<file path="config.mk">
export PLATFORM = sky130hd
export DESIGN_NAME = dram_burst_sequencer
export DESIGN_NICKNAME = d
export VERILOG_FILES = /design/src/rtl/dram_burst_sequencer_pkg.sv /design/src/rtl/dram_burst_sequencer_beat_counter.sv /design/src/rtl/dram_burst_sequencer.sv
export SDC_FILE = /design/constraint.sdc
export NUM_CORES = 1
export LEC_CHECK = 0
export ABC_AREA = 1
export CORE_AREA = 5 5 225 227
export DETAILED_ROUTE_END_ITERATION = 10
export DIE_AREA = 0 0 230 232
export PLACE_DENSITY_LB_ADDON = 0.08
export SYNTH_ARGS = -nofsm -noshare
export SYNTH_HDL_FRONTEND = slang
export SYNTH_SLANG_ARGS = --single-unit
</file>
<file path="constraint.sdc">
create_clock -name CLK -period 4.7 [get_ports CLK]
set_clock_uncertainty 0.05 [all_clocks]
set_input_delay 0.47 -clock CLK [delete_from_list [all_inputs] [get_ports CLK]]
set_output_delay 0.47 -clock CLK [all_outputs]
set_load 0.1 [all_outputs]
</file>
<file path="src/rtl/dram_burst_sequencer_pkg.sv">
// Shared types and defaults for the DRAM burst sequencer.
//   burst_state_t : sequencer FSM states
//   beat_t        : beat index, drives the 3-bit column select
//   is_burst()    : true in the two data-window states
package dram_burst_sequencer_pkg;

   localparam int BURST_LEN_DEF = 8;
   localparam int TIMEOUT_DEF   = 64;

   typedef logic [2:0] beat_t;

   typedef enum logic [2:0] {
      ST_IDLE,
      ST_WR_WAIT,
      ST_WR_BURST,
      ST_RD_WAIT,
      ST_RD_BURST,
      ST_RSP
   } burst_state_t;

   function automatic logic is_burst(input burst_state_t s);
      return (s == ST_WR_BURST) || (s == ST_RD_BURST);
   endfunction

endpackage

</file>
<file path="src/rtl/dram_burst_sequencer_beat_counter.sv">
// Burst beat counter: beat index plus inter-beat timeout counter.
//   clk, rst : clock, synchronous active-high reset
//   clear    : force beat and timeout counter to zero
//   run      : inside a data window (timeout counter advances)
//   step     : data-transfer stage moved one beat this cycle
//   beat     : current beat index
//   last     : beat is the final beat of the burst
//   expired  : no beat for too long; the burst must abort
module dram_burst_sequencer_beat_counter
   import dram_burst_sequencer_pkg::*;
#(
   parameter int BURST_LEN = BURST_LEN_DEF,
   parameter int TIMEOUT   = TIMEOUT_DEF
) (
   input  logic  clk,
   input  logic  rst,
   input  logic  clear,
   input  logic  run,
   input  logic  step,
   output beat_t beat,
   output logic  last,
   output logic  expired
);

   localparam int TMO_W = $clog2(TIMEOUT);

   logic [TMO_W-1:0] tmo;

   always_ff @(posedge clk) begin
      if (rst || clear) begin
         beat <= '0;
         tmo  <= '0;
      end else if (run) begin
         if (step) begin
            tmo  <= '0;
            beat <= last ? '0 : beat + beat_t'(1);
         end else begin
            tmo  <= tmo + TMO_W'(1);
         end
      end
   end

   assign last = (beat == beat_t'(BURST_LEN - 1));

   // Flagged one cycle early so the abort pulse lands in the cycle the
   // counter would reach TIMEOUT-1. A beat in the same cycle always wins.
   assign expired = run && !step && (tmo == TMO_W'(TIMEOUT - 2));

endmodule

</file>
<file path="src/rtl/dram_burst_sequencer.sv">
// DRAM burst sequencer: accepts a write line or read request from the
// controller front end and steps the data-transfer stage beat by beat
// inside the data window opened by the command scheduler.
//   CLK, RST            : clock, synchronous active-high reset
//   req_valid/ready     : front-end request handshake (ready only in IDLE)
//   req_write, req_wdata: direction and write line (beat i at [i*WORD_W +: WORD_W])
//   wr_go, rd_go        : scheduler opens the write / read data window
//   burst_done/err      : 1-cycle pulses, burst finished / aborted on timeout
//   rsp_valid/ready     : read line handshake, rsp_rdata same packing as req_wdata
//   wr_en, rd_en, clear : controls to the data-transfer stage
//   COL_choice, memstore: current beat index and write beat
//   memload, edge_flag  : read beat and per-beat advance from the data-transfer stage
module dram_burst_sequencer
   import dram_burst_sequencer_pkg::*;
#(
   parameter int WORD_W    = 32,
   parameter int BURST_LEN = BURST_LEN_DEF,
   parameter int TIMEOUT   = TIMEOUT_DEF
) (
   input  logic                        CLK,
   input  logic                        RST,
   input  logic                        req_valid,
   output logic                        req_ready,
   input  logic                        req_write,
   input  logic [BURST_LEN*WORD_W-1:0] req_wdata,
   input  logic                        wr_go,
   input  logic                        rd_go,
   output logic                        burst_done,
   output logic                        burst_err,
   output logic                        rsp_valid,
   input  logic                        rsp_ready,
   output logic [BURST_LEN*WORD_W-1:0] rsp_rdata,
   output logic                        wr_en,
   output logic                        rd_en,
   output logic                        clear,
   output logic [2:0]                  COL_choice,
   output logic [WORD_W-1:0]           memstore,
   input  logic [WORD_W-1:0]           memload,
   input  logic                        edge_flag
);

   localparam int IDX_W = (BURST_LEN > 1) ? $clog2(BURST_LEN) : 1;

   burst_state_t                   state, state_next;
   logic [BURST_LEN-1:0][WORD_W-1:0] line;
   beat_t                          beat;
   logic [IDX_W-1:0]               idx;
   logic                           last, expired, step, in_burst, cnt_clear;

   assign idx       = beat[IDX_W-1:0];
   assign in_burst  = is_burst(state);
   assign step      = in_burst && edge_flag;
   // Counter sits at zero whenever the next cycle is not a data window,
   // so every burst starts from beat 0 with a fresh timeout.
   assign cnt_clear = !is_burst(state_next);

   dram_burst_sequencer_beat_counter #(
      .BURST_LEN (BURST_LEN),
      .TIMEOUT   (TIMEOUT)
   ) u_beat_counter (
      .clk     (CLK),
      .rst     (RST),
      .clear   (cnt_clear),
      .run     (in_burst),
      .step    (step),
      .beat    (beat),
      .last    (last),
      .expired (expired)
   );

   always_ff @(posedge CLK) begin
      if (RST) state <= ST_IDLE;
      else     state <= state_next;
   end

   always_ff @(posedge CLK) begin
      if (RST) begin
         burst_done <= 1'b0;
         burst_err  <= 1'b0;
         clear      <= 1'b0;
      end else begin
         burst_done <= step && last;
         burst_err  <= expired;
         clear      <= (step && last) || expired;
      end
   end

   // Line buffer holds data only; it survives reset and aborts untouched
   // apart from beats already written.
   always_ff @(posedge CLK) begin
      if (state == ST_IDLE && req_valid && req_write)
         line <= req_wdata;
      else if (state == ST_RD_BURST && edge_flag)
         line[idx] <= memload;
   end

   always_comb begin
      state_next = state;
      req_ready  = 1'b0;
      wr_en      = 1'b0;
      rd_en      = 1'b0;
      COL_choice = '0;
      memstore   = '0;
      rsp_valid  = 1'b0;
      rsp_rdata  = '0;
      case (state)
         ST_IDLE: begin
            req_ready = 1'b1;
            if (req_valid) state_next = req_write ? ST_WR_WAIT : ST_RD_WAIT;
         end
         ST_WR_WAIT: if (wr_go) state_next = ST_WR_BURST;
         ST_RD_WAIT: if (rd_go) state_next = ST_RD_BURST;
         ST_WR_BURST: begin
            wr_en      = 1'b1;
            COL_choice = beat;
            memstore   = line[idx];
            if ((step && last) || expired) state_next = ST_IDLE;
         end
         ST_RD_BURST: begin
            rd_en      = 1'b1;
            COL_choice = beat;
            if (step && last)  state_next = ST_RSP;
            else if (expired)  state_next = ST_IDLE;
         end
         ST_RSP: begin
            rsp_valid = 1'b1;
            rsp_rdata = line;
            if (rsp_ready) state_next = ST_IDLE;
         end
         default: state_next = ST_IDLE;
      endcase
   end

endmodule
</file>
# ---- After elaboration in Yosys (flattened, before gate mapping)
# Index checks and enable logic that the tools add are counted.
# Widths: inputs -> output; s select.
dict set report op_classes {
  n_lt_le_gt_ge 2
  n_addsub 2
  n_eq_ne 9
  n_reduce_logical 18
  n_mux 25
}
# cell n
set op_table {}
lappend op_table {{$mux 256} 3}
lappend op_table {{$bwmux 256} 1}
lappend op_table {{$bmux 32 s3} 1}
lappend op_table {{$demux 32 s3} 1}
lappend op_table {{$mux 32} 3}
lappend op_table {{$mux 3} 9}
lappend op_table {{$pmux 3 s6} 1}
lappend op_table {{$eq 3x3->1 const B} 4}
lappend op_table {{$eq 3x2->1 const B} 3}
lappend op_table {{$logic_and 1x1->1} 8}
lappend op_table {{$add 6x1->6 const B} 1}
lappend op_table {{$eq 6x6->1 const B} 1}
lappend op_table {{$mux 6} 1}
lappend op_table {{$logic_or 1x1->1} 4}
lappend op_table {{$lt 3x4->1 const B} 1}
lappend op_table {{$mux 1} 4}
lappend op_table {{$add 3x1->3 const B} 1}
lappend op_table {{$eq 3x1->1 const B} 1}
lappend op_table {{$ge 3x1->1 const B} 1}
lappend op_table {{$logic_not 3->1} 1}
lappend op_table {{$logic_not 1->1} 2}
lappend op_table {{$mux 2} 1}
lappend op_table {{$reduce_and 2->1} 1}
lappend op_table {{$reduce_bool 2->1} 1}
lappend op_table {{$reduce_or 2->1} 1}
dict set report word_totals {
  wordCells 70
  reg_bits 271
  inputBits 296
}

# ---- Longest topological paths before layout
# Gate-level depths: netlist of run 1.
dict set report depth {
  word_depth 13
  mapped_depth 9
  ltp_nobuf 9
}

# ---- Cells and area by module
# From an unflattened synthesis of run 1, not the netlist that was laid out.
dict set report hier_totals {
  cells_unflattened 2317
  area_unflattened_um2 17614.4
}
# mod seq_area_each_um2 instances area_per_inst_um2 cells_each
set by_module_without_submodules {}
lappend by_module_without_submodules {dram_burst_sequencer 7807.5 1 17160.2 2254}
lappend by_module_without_submodules {dram_burst_sequencer_beat_counter 180.2 1 454.2 63}

# ---- Least setup slack after synthesis of run 1
# Ideal clock, no wire load.
dict set report synth_path {
  kind {reg2reg}
  from {reg state[2]}
  to {reg line[0] in the netlist's numbering, enable pin}
  period_less_slack_ns 4.406
  required_ns 4.184
  n_path_buf 0
  stages_incl_launch_ff 5
  setup_slack_ns 0.294
  setup_time_ns 0.466
  arrival_time_ns 3.890
  cell_sequence {dfxtp_1 -> nand2_1 -> inv_1 -> nand2_1 -> o21ai_0}
}
dict set report synth_between {
  elab_chain_cells 4
  elab_cells_between_ends 6
}
# element line_no
set synth_lines {}
lappend synth_lines {{start, declared} dram_burst_sequencer.sv:44} ;# burst_state_t state, state_next;
lappend synth_lines {{start signal, assigned} dram_burst_sequencer.sv:73} ;# else state <= state_next;
lappend synth_lines {{$logic_not 3->1} dram_burst_sequencer.sv:91} ;# if (state == ST_IDLE && req_valid && req_write)
lappend synth_lines {{$logic_and 1x1->1 (2 in a row)} dram_burst_sequencer.sv:91}
lappend synth_lines {{$reduce_bool 2->1 (no source line) (*)} --}
lappend synth_lines {{end signal, assigned} dram_burst_sequencer.sv:92} ;# line <= req_wdata;
lappend synth_lines {{end signal, assigned by index} dram_burst_sequencer.sv:94} ;# line[idx] <= memload;
lappend synth_lines {{end, declared} dram_burst_sequencer.sv:45} ;# logic [BURST_LEN-1:0][WORD_W-1:0] line;
# Every way passes the cells marked *; elsewhere a longest branch is shown, timed or not.
# A chain may end at the register's enable or synchronous reset.

# ---- Worst setup path after layout of run 1
dict set report layout_path {
  from {reg u_beat_counter.beat[0]}
  to {out memstore[21]}
}
dict set report layout_between {
  elab_chain_cells 3
}
# element line_no
set layout_lines {}
lappend layout_lines {{start, declared} dram_burst_sequencer_beat_counter.sv:20} ;# output beat_t beat,
lappend layout_lines {{start signal, assigned} dram_burst_sequencer_beat_counter.sv:36} ;# beat <= last ? '0 : beat + beat_t'(1);
lappend layout_lines {{$bmux 32 s3} dram_burst_sequencer.sv:116} ;# memstore = line[idx];
lappend layout_lines {{$mux 32 (not written as such)} dram_burst_sequencer.sv:116}
lappend layout_lines {{$mux 32} dram_burst_sequencer.sv:106} ;# case (state)
lappend layout_lines {{end, declared} dram_burst_sequencer.sv:37} ;# output logic [WORD_W-1:0] memstore,
# Every way passes these cells. The select of a mux whose other input is x is not followed.

==> results of run 1 <==
state kept, by name (all words and copies together) (netlist names):
register             flops
line                   256
u_beat_counter.tmo       6
state                    3
u_beat_counter.beat      3
burst_done               1
burst_err                1
clear                    1
power by group:
| group | internal [mW] | switching (mW) |
|---|---|---|
| Clock | 1.53 | 1.09 |
| Combinational | 0.439 | 0.850 |
| Sequential | 2.83 | 0.0589 |
cell usage after synthesis:
cell	instances	area [um^2]
nor2b_1	1	6.260
inv_2	7	26.28
edfxtp_1	256	7687
buf_4	14	105.1
buf_1	15	56.30
ha_1	4	50.05
nor3_1	9	45.04
inv_4	1	6.260
o22ai_1	65	406.6
or2_2	1	6.260
o21ai_0	176	880.8
a21oi_1	26	130.1
nand4_1	1	6.260
buf_2	92	460.4
nand2_4	2	22.52
inv_1	540	2027
a31oi_1	3	18.77
nand2_2	2	12.51
o21a_1	15	112.6
clkbuf_1	46	172.7
clkinv_1	2	7.510
nand2_1	114	427.9
nor2_1	295	1107
o31ai_1	1	7.510
dfxtp_1	15	300.3
nand3_1	271	1356
nor3_4	1	16.27
a22oi_1	1	7.510
a21oi_2	1	8.760
xor2_1	1	8.760
nand3_2	10	100.1
o21ai_1	105	525.5
a21o_1	1	7.510
o2111ai_1	24	210.2
nor2_2	2	12.51
area by class of cell:
type	count	area (um^2)
fill	4887	24910
clock inverter	14	96.34
inverter	550	2067
antenna	13	32.53
sequential	271	7988
timing repair buffer	633	5981
multi-input combinational	1132	5604
tap	622	778.2
clock buffer	49	991.0
per-stage QoR:
stage | hold WS [ns] | setup WS (ns) | instances | area (um^2)
2_1_floorplan | 0.4859 | 0.2944 | 2120 | 16340
3_3_place_gp | 0.5054 | 1.216 | 3208 | 22420
3_5_place_dp | 0.5096 | 1.147 | 3208 | 22420
4_1_cts | 0.5188 | 0.5770 | 3271 | 23510
5_1_grt | 0.5465 | 0.3742 | 3284 | 23540
6_report | 0.5231 | 0.5685 | 3284 | 23540
logic make-up (layout without fill, tap and decap cells):
family          count (synthesis)  in the layout
compound gates                418            418
xor+xnor                        1              1
fa+ha+maj                       4              4
buf+inv                       717           1246
flops                         271            271
other cells                     0             13
simple gates                  709            709
worst max-delay path, delay by kind of cell (launching register included):
kind | cells | cell delay, ns
AO/OA/AOI/OAI | 2 | 0.38
flip-flops | 1 | 0.97
buffers and inverters | 2 | 0.82
AND/OR/NAND/NOR | 2 | 0.90
how the worst min path moves through the flow:
stage	start	endpoint	slack, ns	cells past startpoint
floorplan	u_beat_counter.tmo[2]$_SDFFE_PP0N_	u_beat_counter.tmo[2]$_SDFFE_PP0N_	0.49	4
global placement	u_beat_counter.tmo[2]$_SDFFE_PP0N_	u_beat_counter.tmo[2]$_SDFFE_PP0N_	0.51	4
detailed placement	u_beat_counter.tmo[2]$_SDFFE_PP0N_	u_beat_counter.tmo[2]$_SDFFE_PP0N_	0.51	4
CTS	u_beat_counter.tmo[2]$_SDFFE_PP0N_	u_beat_counter.tmo[2]$_SDFFE_PP0N_	0.52	4
global route	req_wdata[51]	line[51]$_DFFE_PP_	0.55	3
finish	u_beat_counter.tmo[2]$_SDFFE_PP0N_	u_beat_counter.tmo[2]$_SDFFE_PP0N_	0.52	4
layer usage:
metal | vias up | wire length, um | global-route usage [%]
met5 | - | 88 | 0
met4 | 12 | 2702 | 9.901
met3 | 141 | 6050 | 5.796
met2 | 836 | 38380 | 48.05
met1 | 7994 | 30450 | 34.05
li1 | 7846 | - | -
==> impl_metrics.ini, run 1 <==
[run_status]
status = finished clean

[cts]
cts_root_buf = clkbuf_16
cts_sinks = 271
postCtsSetupBuffers = 0
clockBufferDepth = 3
holdBufCountCts = 0
clkLatencyLatePin_ns = 0.53
clk_pin_slew_ns = 0.06
cts_buffers = 35
cts.htree.levels = 2
cts_tree = built
post_cts_resized = 0

[drt]
first_pass_iters = 5
drtIter0Drc = 1587
vias = 16830
viasPerCell = 5.125
drc = 0
ant_nets = 0
wirelength_um = 77660
wire_per_inst_um = 23.65

[logic_synthesis]
netlist_instances = 2120
synth_simple_gate_area_share_pct = 19.09
synth_xor_area_share_pct = 0.05359
synth_compound_area_share_pct = 14.17
synthMuxAreaShare_pct = 0
ys_seq_elements = 271
syn-num-nets = 2420
avgSynthCellArea_um2 = 7.709
synth_top_family_by_area = simple AND/OR/NAND/NOR gates
yosysUniqueCellTypes = 35
synth_adder_area_share_pct = 0.3062
syn-cell-area_um2 = 16340
synth-seq-area-share_pct = 48.87
yosys_warnings = 0

[floorplan]
initial_core_util_pct = 33.74
num_io_pins = 594
die_area_um2 = 53360
die_x_um = 230
fp.dieH_um = 232
core_area_um2 = 48440
std_cell_rows = 81

[power]
power.leakage_nw = 10.41
power.density_nw_per_um2 = 288.9
power_mw = 6.799
vdd_ir_drop_max_mv = 0.1652

[sta]
setup_viol = 0
period_share_pct = 87.90
relSlewSlack_pct = 22.64
fmax_ghz = 0.2420
finalSetupTns_ns = 0
drv_slew = 0
period_minus_slack_ns = 4.131
hold_violations = 0
worst_pin_slew_ns = 1.153
grt_setup_unrepaired = no

[critical_path]
rr_startpoint = u_beat_counter.beat[0]$_SDFFE_PP0P_
cp_cell_sequence = nand3_2 > buf_4 > o22ai_1 > nor3_1 > a21oi_1 > buf_4
cp_max_fo = 31
slowest_delay_ns = 0.97
critPathArrivalTime_ns = 3.61
crit_path_top_delay_cell = dfxtp_1
crit_required_ns = 4.18
regToRegSetupSlack_ns = 1.18
crit_top_cell = buf_4
crit_path_start_kind = flip-flop
reg2reg_depth = 3
crit_end = memstore[21]
end_kind = output pin
worstSetupPathType = reg -> out
crit_start = u_beat_counter.beat[0]$_SDFFE_PP0P_
r2r_end = line[113]$_DFFE_PP_

[cells_and_area]
layout_common_cells = inv_1 (538), clkdlybuf4s50_1 (376), nor2_1 (295), nand3_1 (270), edfxtp_1 (256)
final_common_cell = inv_1
nets = 2923
area_growth_pct = 44.02
drive_gt1_share_pct = 13.02
fin_util_pct = 48.59

[global_route]
gr-total-overflow = 0
grt_start_max_net_pins = 185
grt_usage_pct = 27.62
antenna_found_initial = 20
first_global_vias = 16680
grt_first_pass_wirelength_um = 110200

[place]
dp_hpwl_um = 56350
port_buffers = 593
gp_congestion = 0.9294

[hold_path]
worstHoldPathType = reg -> reg

[run]
cap_violations = 0
Note: power is estimated with default switching activity, not from simulation.
==> inputs of run 2 (changes only) <==
Settings changed: RECOVER_POWER set to 100.
==> impl_metrics.ini, run 2 (synthesized netlist as in run 1, its figures left out) <==
[run_status]
status = finished with violations
violations = capacitance limit, slew limit

[sta]
grt_setup_unrepaired = no
hold_violations = 0
finalWorstSetupSlack_ns = 0.3748
relSlewSlack_pct = -74.90
finalSetupTns_ns = 0
setup_viol = 0
period_share_pct = 92.03
worst_pin_slew_ns = 2.606
drv_slew = 405
period_minus_slack_ns = 4.325
fmax_ghz = 0.2312

[critical_path]
critPathArrivalTime_ns = 3.81
rr_startpoint = u_beat_counter.beat[0]$_SDFFE_PP0P_
cp_max_fo = 31
crit_start = u_beat_counter.beat[0]$_SDFFE_PP0P_
crit_required_ns = 4.18
crit_path_start_kind = flip-flop
end_kind = output pin
worstSetupPathType = reg -> out

[drt]
vias = 16840
drtIter0Drc = 1732
ant_nets = 0
first_pass_iters = 6
drc = 0
viasPerCell = 5.128
wirelength_um = 77540
wire_per_inst_um = 23.61

[cells_and_area]
largest_reg_flops = 256
reg_top3 = line (256), u_beat_counter.tmo (6)
layout_common_cells = inv_1 (542), nor2_1 (296), clkdlybuf4s50_1 (295), nand3_1 (274), o21ai_0 (259)
regMostFlops = line
fin_area_um2 = 22580
drive_gt1_share_pct = 5.512
area_growth_pct = 38.16
final_common_cell = inv_1
nets = 2923

[place]
dp_hpwl_um = 56350
port_buffers = 593
placed_area_um2 = 22420
place_ws_ns = 1.147
gp_congestion = 0.9294

[global_route]
gr-total-overflow = 0
top_usage_layer = met2
grt_first_pass_wirelength_um = 110200
first_global_vias = 16680
grt_util_met3_pct = 5.796
grt_use_met1_pct = 34.05
grt_start_max_net_pins = 185
antenna_found_initial = 20
met2_usage_pct = 48.05
grt_usage_pct = 27.62

[power]
power_mw = 6.751
vdd_ir_drop_max_mv = 0.1654
power.density_nw_per_um2 = 299.0
power.leakage_nw = 9.855

[cts]
cts_root_buf = clkbuf_16
cts_tree = built
clkLatencyLatePin_ns = 0.54
cts_buffers = 35
cts_sinks = 271
clockBufferDepth = 3
clk_pin_slew_ns = 0.06
holdBufCountCts = 0
post_cts_resized = 0
postCtsSetupBuffers = 0
cts.htree.levels = 2

[floorplan]
die_x_um = 230
std_cell_rows = 81
die_area_um2 = 53360
fp.dieH_um = 232
num_io_pins = 594
core_area_um2 = 48440
initial_core_util_pct = 33.74

[hold_path]
worstHoldPathType = reg -> reg
hold_start = u_beat_counter.tmo[2]$_SDFFE_PP0N_

[run]
cap_violations = 11
## run 2: routing by layer
| metal | wire length, um | share of wire, % |
|---|---|---|
| met2 | 38280 | 49 |
| met1 | 30390 | 39 |
| met4 | 2628 | 3.4 |
| met5 | 88 | 0.11 |
| met3 | 6145 | 7.9 |
## run 2: worst max-delay path, cell delays in order, from the launching register on
cell      delay [ns]
dfxtp_1         0.95
nand3_2         0.79
clkbuf_2        0.55
o22ai_1         0.27
nor2_1          0.07
a21oi_1         0.14
clkbuf_2        0.48
## run 2: final timing paths
| kind | endpoint | slack [ns] | cells after the start |
|---|---|---|---|
| worst max-delay path | memstore[27] | 0.37 | 6 |
| worst min-delay path | u_beat_counter.tmo[2]$_SDFFE_PP0N_ | 0.52 | 4 |
| worst max register to register | line[63]$_DFFE_PP_ | 0.50 | 4 |
| worst min register to register | u_beat_counter.tmo[2]$_SDFFE_PP0N_ | 0.52 | 4 |
## run 2: layout make-up
cell class / count / area [um^2]
clock buffers: 49 / 991.0
fillers: 5069 / 25860
multi-input cells: 1132 / 5482
repair buffers: 633 / 5146
flip-flops and latches: 271 / 7988
clock inverters: 14 / 96.34
well taps: 622 / 778.2
inverters: 550 / 2067
diodes: 13 / 32.53
## run 2: where the power goes
part | internal [mW] | switching [mW] | leakage (nW)
registers | 2.84 | 0.0572 | 2.58
logic | 0.404 | 0.837 | 6.74
clock network | 1.53 | 1.09 | 0.534
## run 2: stage by stage
stage	std cells	utilization (%)	hold WS [ns]
2_1_floorplan	2120	-	0.4859
6_report	3284	46.61	0.5245
4_1_cts	3271	48.52	0.5188
3_3_place_gp	3208	46.28	0.5054
3_5_place_dp	3208	46.28	0.5096
5_1_grt	3284	46.61	0.5498
